`src/rtl/frame_sync_pkg.sv`:
```
// frame_sync shared types and default frame geometry.
// Sizing helper keeps counter widths sane for tiny parameter values.
package frame_sync_pkg;

    typedef enum logic [1:0] {
        HUNT   = 2'd0,
        VERIFY = 2'd1,
        LOCKED = 2'd2
    } state_e;

    localparam int SYNC_LEN_DEF  = 4;
    localparam int FRAME_LEN_DEF = 36;
    localparam int WORD_DEF      = 8;
    localparam int CONFIRM_DEF   = 2;
    localparam int MISS_MAX_DEF  = 2;

    localparam int P               = FRAME_LEN_DEF - SYNC_LEN_DEF;
    localparam int WORDS_PER_FRAME = P / WORD_DEF;
    localparam int CNT_W           = $clog2(FRAME_LEN_DEF);

    function automatic int width_for(input int n);
        return (n < 2) ? 1 : $clog2(n);
    endfunction

endpackage

```
`src/rtl/frame_sync_if.sv`:
```
// Serial-in / word-out bundle between sync detector and frame_sync.
interface frame_sync_if #(
    parameter int WORD = 8
);
    logic            bit_vld;
    logic            bit_in;
    logic            sync_hit;
    logic            locked;
    logic [WORD-1:0] word_out;
    logic            word_valid;
    logic            word_first;
    logic            sync_err;

    modport master (
        output bit_vld, bit_in, sync_hit,
        input  locked, word_out, word_valid, word_first, sync_err
    );

    modport slave (
        input  bit_vld, bit_in, sync_hit,
        output locked, word_out, word_valid, word_first, sync_err
    );
endinterface

```
`src/rtl/frame_deser.sv`:
```
// MSB-first payload shifter with registered word output and strobe.
module frame_deser
    import frame_sync_pkg::*;
#(
    parameter int WORD = 8
) (
    input  logic            clk,
    input  logic            rst,
    input  logic            shift_en,
    input  logic            clear,
    input  logic            bit_in,
    input  logic            first_in,
    output logic [WORD-1:0] word_out,
    output logic            word_valid,
    output logic            word_first
);

    localparam int BW = width_for(WORD);
    localparam logic [BW-1:0] BLAST = BW'(WORD - 1);

    logic [WORD-1:0] sh_q, sh_d;
    logic [BW-1:0]   bcnt_q, bcnt_d;
    logic [WORD-1:0] word_q, word_d;
    logic            valid_q, valid_d;
    logic            first_q, first_d;

    always_comb begin
        sh_d    = sh_q;
        bcnt_d  = bcnt_q;
        word_d  = word_q;
        valid_d = 1'b0;
        first_d = 1'b0;
        if (clear) begin
            sh_d   = '0;
            bcnt_d = '0;
        end else if (shift_en) begin
            sh_d = {sh_q[WORD-2:0], bit_in};
            if (bcnt_q == BLAST) begin
                bcnt_d  = '0;
                word_d  = sh_d;
                valid_d = 1'b1;
                first_d = first_in;
            end else begin
                bcnt_d = bcnt_q + BW'(1);
            end
        end
    end

    always_ff @(posedge clk or posedge rst) begin
        if (rst) begin
            sh_q    <= '0;
            bcnt_q  <= '0;
            word_q  <= '0;
            valid_q <= 1'b0;
            first_q <= 1'b0;
        end else begin
            sh_q    <= sh_d;
            bcnt_q  <= bcnt_d;
            word_q  <= word_d;
            valid_q <= valid_d;
            first_q <= first_d;
        end
    end

    assign word_out   = word_q;
    assign word_valid = valid_q;
    assign word_first = first_q;

endmodule

```
`src/rtl/frame_sync.sv`:
```
// Hunt/verify/locked frame aligner with flywheel, feeding frame_deser.
module frame_sync
    import frame_sync_pkg::*;
#(
    parameter int SYNC_LEN  = SYNC_LEN_DEF,
    parameter int FRAME_LEN = FRAME_LEN_DEF,
    parameter int WORD      = WORD_DEF,
    parameter int CONFIRM   = CONFIRM_DEF,
    parameter int MISS_MAX  = MISS_MAX_DEF
) (
    input  logic         clk,
    input  logic         rst,
    frame_sync_if.slave  bus
);

    localparam int PAY = FRAME_LEN - SYNC_LEN;
    localparam int CW  = width_for(FRAME_LEN);
    localparam int HW  = width_for(CONFIRM + 1);
    localparam int MW  = width_for(MISS_MAX + 1);

    localparam logic [CW-1:0] LAST  = CW'(FRAME_LEN - 1);
    localparam logic [CW-1:0] PEND  = CW'(PAY);
    localparam logic [CW-1:0] WLAST = CW'(WORD - 1);
    localparam logic [HW-1:0] HCONF = HW'(CONFIRM);
    localparam logic [MW-1:0] MMAX  = MW'(MISS_MAX);

    state_e        state_q, state_d;
    logic [CW-1:0] cnt_q, cnt_d;
    logic [HW-1:0] hits_q, hits_d, hits_inc;
    logic [MW-1:0] miss_q, miss_d, miss_inc;
    logic          err_q, err_d;
    logic          at_sync;
    logic          shift_en;
    logic          clear;
    logic          first;

    assign at_sync  = (cnt_q == LAST);
    assign hits_inc = hits_q + HW'(1);
    assign miss_inc = miss_q + MW'(1);

    always_comb begin
        state_d  = state_q;
        cnt_d    = cnt_q;
        hits_d   = hits_q;
        miss_d   = miss_q;
        err_d    = 1'b0;
        shift_en = 1'b0;
        first    = 1'b0;
        clear    = (state_q != LOCKED);
        if (bus.bit_vld) begin
            unique case (state_q)
                HUNT: begin
                    if (bus.sync_hit) begin
                        cnt_d   = '0;
                        hits_d  = HW'(1);
                        miss_d  = '0;
                        state_d = (CONFIRM == 1) ? LOCKED : VERIFY;
                    end
                end
                VERIFY: begin
                    if (!at_sync) begin
                        cnt_d = cnt_q + CW'(1);
                    end else if (bus.sync_hit) begin
                        cnt_d  = '0;
                        hits_d = hits_inc;
                        if (hits_inc >= HCONF) begin
                            state_d = LOCKED;
                        end
                    end else begin
                        cnt_d   = '0;
                        hits_d  = '0;
                        state_d = HUNT;
                    end
                end
                LOCKED: begin
                    shift_en = (cnt_q < PEND);
                    first    = (cnt_q == WLAST);
                    if (!at_sync) begin
                        cnt_d = cnt_q + CW'(1);
                    end else if (bus.sync_hit) begin
                        cnt_d  = '0;
                        miss_d = '0;
                    end else begin
                        // Flywheel: keep the frame grid, only give up after MISS_MAX
                        cnt_d = '0;
                        err_d = 1'b1;
                        if (miss_inc >= MMAX) begin
                            miss_d  = '0;
                            hits_d  = '0;
                            state_d = HUNT;
                        end else begin
                            miss_d = miss_inc;
                        end
                    end
                end
                default: begin
                    state_d = HUNT;
                    cnt_d   = '0;
                    hits_d  = '0;
                    miss_d  = '0;
                end
            endcase
        end
    end

    always_ff @(posedge clk or posedge rst) begin
        if (rst) begin
            state_q <= HUNT;
            cnt_q   <= '0;
            hits_q  <= '0;
            miss_q  <= '0;
            err_q   <= 1'b0;
        end else begin
            state_q <= state_d;
            cnt_q   <= cnt_d;
            hits_q  <= hits_d;
            miss_q  <= miss_d;
            err_q   <= err_d;
        end
    end

    frame_deser #(
        .WORD(WORD)
    ) u_deser (
        .clk       (clk),
        .rst       (rst),
        .shift_en  (shift_en),
        .clear     (clear),
        .bit_in    (bus.bit_in),
        .first_in  (first),
        .word_out  (bus.word_out),
        .word_valid(bus.word_valid),
        .word_first(bus.word_first)
    );

    assign bus.locked   = (state_q == LOCKED);
    assign bus.sync_err = err_q;

endmodule

```
`src/flat_wrapper.sv`:
```
// flat-port wrapper written by rule: the top's interface ports become plain ports
module frame_sync_flat import frame_sync_pkg::*;
#(
    parameter int SYNC_LEN  = SYNC_LEN_DEF,
    parameter int FRAME_LEN = FRAME_LEN_DEF,
    parameter int WORD      = WORD_DEF,
    parameter int CONFIRM   = CONFIRM_DEF,
    parameter int MISS_MAX  = MISS_MAX_DEF
)
  (clk, rst, bus_bit_vld, bus_bit_in, bus_sync_hit, bus_locked, bus_word_out, bus_word_valid, bus_word_first, bus_sync_err);
  frame_sync_if #(.WORD(WORD)) bus_i ();
  input  logic clk;
  input  logic rst;
  input wire logic [$bits(bus_i.bit_vld)-1:0] bus_bit_vld;
  input wire logic [$bits(bus_i.bit_in)-1:0] bus_bit_in;
  input wire logic [$bits(bus_i.sync_hit)-1:0] bus_sync_hit;
  output wire logic [$bits(bus_i.locked)-1:0] bus_locked;
  output wire logic [$bits(bus_i.word_out)-1:0] bus_word_out;
  output wire logic [$bits(bus_i.word_valid)-1:0] bus_word_valid;
  output wire logic [$bits(bus_i.word_first)-1:0] bus_word_first;
  output wire logic [$bits(bus_i.sync_err)-1:0] bus_sync_err;
  assign bus_i.bit_vld = bus_bit_vld;
  assign bus_i.bit_in = bus_bit_in;
  assign bus_i.sync_hit = bus_sync_hit;
  assign bus_locked = bus_i.locked;
  assign bus_word_out = bus_i.word_out;
  assign bus_word_valid = bus_i.word_valid;
  assign bus_word_first = bus_i.word_first;
  assign bus_sync_err = bus_i.sync_err;
  frame_sync #(.SYNC_LEN(SYNC_LEN), .FRAME_LEN(FRAME_LEN), .WORD(WORD), .CONFIRM(CONFIRM), .MISS_MAX(MISS_MAX)) u_core (.clk(clk), .rst(rst), .bus(bus_i));
endmodule
```
`config.mk`:
```
export PLATFORM = sky130hd
export DESIGN_NAME = frame_sync_flat
export DESIGN_NICKNAME = d
export VERILOG_FILES = /design/src/rtl/frame_sync_pkg.sv /design/src/rtl/frame_sync_if.sv /design/src/rtl/frame_deser.sv /design/src/rtl/frame_sync.sv /design/src/flat_wrapper.sv
export SDC_FILE = /design/constraint.sdc
export NUM_CORES = 1
export LEC_CHECK = 0
export ABC_AREA = 1
export CORE_ASPECT_RATIO = 2
export CORE_MARGIN = 3
export CORE_UTILIZATION = 60
export CTS_CLUSTER_DIAMETER = 150
export DETAILED_ROUTE_END_ITERATION = 8
export HOLD_SLACK_MARGIN = 0.1
export PLACE_DENSITY = 0.84
export SLEW_MARGIN = 20
export SYNTH_ARGS = -nofsm -noshare
export SYNTH_HDL_FRONTEND = slang
export SYNTH_SLANG_ARGS = --single-unit
```
`constraint.sdc`:
```
create_clock -name clk -period 2.4 [get_ports clk]
set_input_delay 0.48 -clock clk [delete_from_list [all_inputs] [get_ports clk]]
set_output_delay 0.48 -clock clk [all_outputs]
set_load 0.03 [all_outputs]
```
==> impl_metrics.json <==
{
  "status": "finished clean",
  "yosysWarnings": 0,
  "met3_usage": 0.03386,
  "first_pass_iters": 4,
  "final_layout_size_suffix_gt1_frac": 0.1616,
  "worst_pin_slew_ns": 0.4100,
  "use_met1": 0.2009,
  "power_density_nw_per_um2": 775.2,
  "crit_type": "register to output port",
  "fp.dieW_um": 42.99,
  "syn_area_per_cell_um2": 9.327,
  "relSlewSlack": 0.7266,
  "drt-total-wl_um": 2991,
  "port_buffers": 16,
  "htree_num_levels": 2,
  "syn_nets": 189,
  "syn_to_final_growth_pct": 15.32,
  "cts_setup_buffers": 0,
  "ys_seq_elements": 33,
  "skew_ns": 0.004965,
  "die_y_um": 79.97,
  "avgRoutedWirePerCell_um": 13.23,
  "track_usage": 0.1963,
  "path_delay_family": "buffers and inverters",
  "clock.fmax_ghz": 0.4753,
  "tritoncts.num_buffers": 5,
  "grt_use_met2": 0.3645,
  "required_ns": 1.92,
  "fillerInstances": 192,
  "antenna_left": 0,
  "num_antenna_cells": 0,
  "grt-ovfl-total": 0,
  "crit_arrival_ns": 1.62,
  "top_usage_layer": "met2",
  "cts_max_path_buffers": 2,
  "via_per_inst": 5.412,
  "period_needed_ns": 2.104,
  "cts_hold_buf": 0,
  "setup_tns_ns": 0,
  "crit_fanout": 3,
  "tritoncts": "done",
  "hold_class": "register to register",
  "ir_worst_vdd_mv": 0.5542,
  "cp-end-kind": "output port",
  "grt_pass1_wl_um": 5106,
  "hpwl_um": 2184,
  "worst_skew_pair.late_latency_ns": 0.28,
  "synth_area_um2": 1642,
  "path_clk_slew_ns": 0.06,
  "final_util": 0.7366,
  "antenna_found_initial": 0,
  "postCtsResizedCells": 0,
  "dieArea_um2": 3438,
  "nets": 210,
  "hold_violations": 0,
  "grt_pass1_vias": 1231,
  "num_vias": 1223,
  "root_buffer": "clkbuf_8",
  "cap_viol_max_count": 0,
  "rows": 26,
  "synth_cells": 176,
  "slowest_delay_ns": 0.67,
  "ys_seq_area_frac": 0.5030,
  "start_util": 0.6388,
  "crit_chain": "inv_1 -> ha_1 -> clkdlybuf4s50_1",
  "drtIter0Drc": 22,
  "p_leak_nw": 0.9132,
  "finalSetupViolations": 0,
  "report.final.slew_viol_count": 0,
  "grt_max_degree": 34,
  "crit_buf_inv": 2,
  "post-route-period-util": 0.8767,
  "drcViolationCount": 0,
  "pin_count": 17,
  "synth.distinct_cells": 25,
  "core_area_um2": 2570,
  "place.gp.congestion": 0.8867,
  "rsz0062_at_grt": "false",
  "cp_slowest_cell": "clkdlybuf4s50_1",
  "critPathLaunchType": "register",
  "cts_sinks": 33
}
worst reg2reg max path: cells and delay by family, from the launching register on:
kind / cells / cell delay [ns]
compound gates: 1 / 0.12
simple gates: 3 / 0.51
buf+inv: 3 / 0.41
fa+ha+maj: 1 / 0.17
flops: 1 / 0.40
area by class of cell:
type,instances,area (µm²),share of cell area
sequential,33,825.8,0.4362
multi-input combinational,114,680.7,0.3595
timing repair buffer,18,175.2,0.09253
inverter,25,93.84,0.04957
clock buffer,6,72.57,0.03833
tap,28,35.03,0.01851
clock inverter,2,10.01,0.005287
stage by stage:
step	setup slack [ns]	instances	hold slack, ns	total power (W)	cell area (µm²)
6_report	0.2959	226	0.4814	0.001467	1893
5_1_grt	0.2244	226	0.5028	0.001565	1893
4_1_cts	0.2717	226	0.4876	0.001480	1893
3_5_place_dp	0.3730	218	0.4728	0.001082	1810
3_3_place_gp	0.4366	218	0.4651	0.001061	1810
2_1_floorplan	0.7629	176	0.4548	0.0009954	1642
sequential cells by signal (all words and copies together) (netlist names):
name	flops
u_core.u_deser.bcnt_q	3
u_core.state_q	2
u_core.u_deser.word_first	1
u_core.cnt_q	6
u_core.u_deser.sh_q	7
u_core.u_deser.word_valid	1
u_core.u_deser.word_out	8
u_core.bus.sync_err	1
u_core.hits_q	2
u_core.miss_q	2
kinds of logic (layout without fill, tap and decap cells):
family                     Yosys count  after routing  synth area share
DFF                                 33             33            0.5030
and+or+nand+nor                     80             80            0.2439
buffers and inverters               29             51           0.08232
adders and majority gates            8              8           0.06098
AOI/OAI and AO/OA                   25             25            0.1044
xor gates and xnor gates             1              1          0.005336
synth_stat cells:
master   number  share of area
buf_6         3          0.021
nor2_2        1         0.0038
o21ai_2       9          0.048
nand4_1       4          0.015
xor2_1        1         0.0053
dfrtp_1      33           0.50
or2_2         1         0.0038
o22ai_1       7          0.027
nand3_4       1          0.011
nor3_1        1         0.0030
nor2_1       12          0.027
nor2_4        2          0.014
inv_1        22          0.050
buf_4         1         0.0046
nor4_4        1          0.013
nand2_1      43          0.098
inv_2         3         0.0069
nand3_1      10          0.030
a21oi_2       1         0.0053
o21ai_0       3         0.0091
a21oi_1       3         0.0091
nand2_4       3          0.021
nand2_2       1         0.0038
o21ai_1       2         0.0061
ha_1          8          0.061
power breakdown:
part	switching (W)	internal, W
Clock	0.000191	0.000201
Sequential	0.0000553	0.000612
Combinational	0.000257	0.000151
worst paths after layout:
kind                                               to  slack, ns                  startpoint  cells after the start
setup / recovery                           bus_locked       0.30           u_core.state_q[0]                      3
hold / removal             u_core.u_deser.word_out[2]       0.48  u_core.u_deser.word_out[2]                      2
setup reg to reg               u_core.u_deser.sh_q[3]       0.66           u_core.state_q[0]                      8
hold reg to reg            u_core.u_deser.word_out[2]       0.48  u_core.u_deser.word_out[2]                      2
max in group asynchronous      u_core.u_deser.sh_q[2]       1.51                         rst                      3
min in group asynchronous  u_core.u_deser.word_out[7]       0.59                         rst                      3
layer usage:
metal,share of wire,vias to the layer above
li1,-,608
met1,0.37,583
met2,0.57,21
met3,0.028,11
met4,0.029,0
met5,0,-
placed cells by master (no fill, tap or decap), drive strengths merged:
cell           netlist  layout
a21oi                4       4
buf                  4       2
clkbuf               0       6
clkdlybuf4s50        0      16
clkinv               0       2
dfrtp               33      33
ha                   8       8
inv                 25      25
nand2               47      47
nand3               11      11
nand4                4       4
nor2                15      15
nor3                 1       1
nor4                 1       1
o21ai               14      14
o22ai                7       7
or2                  1       1
xor2                 1       1
Note: power is estimated with default switching activity, not from simulation.
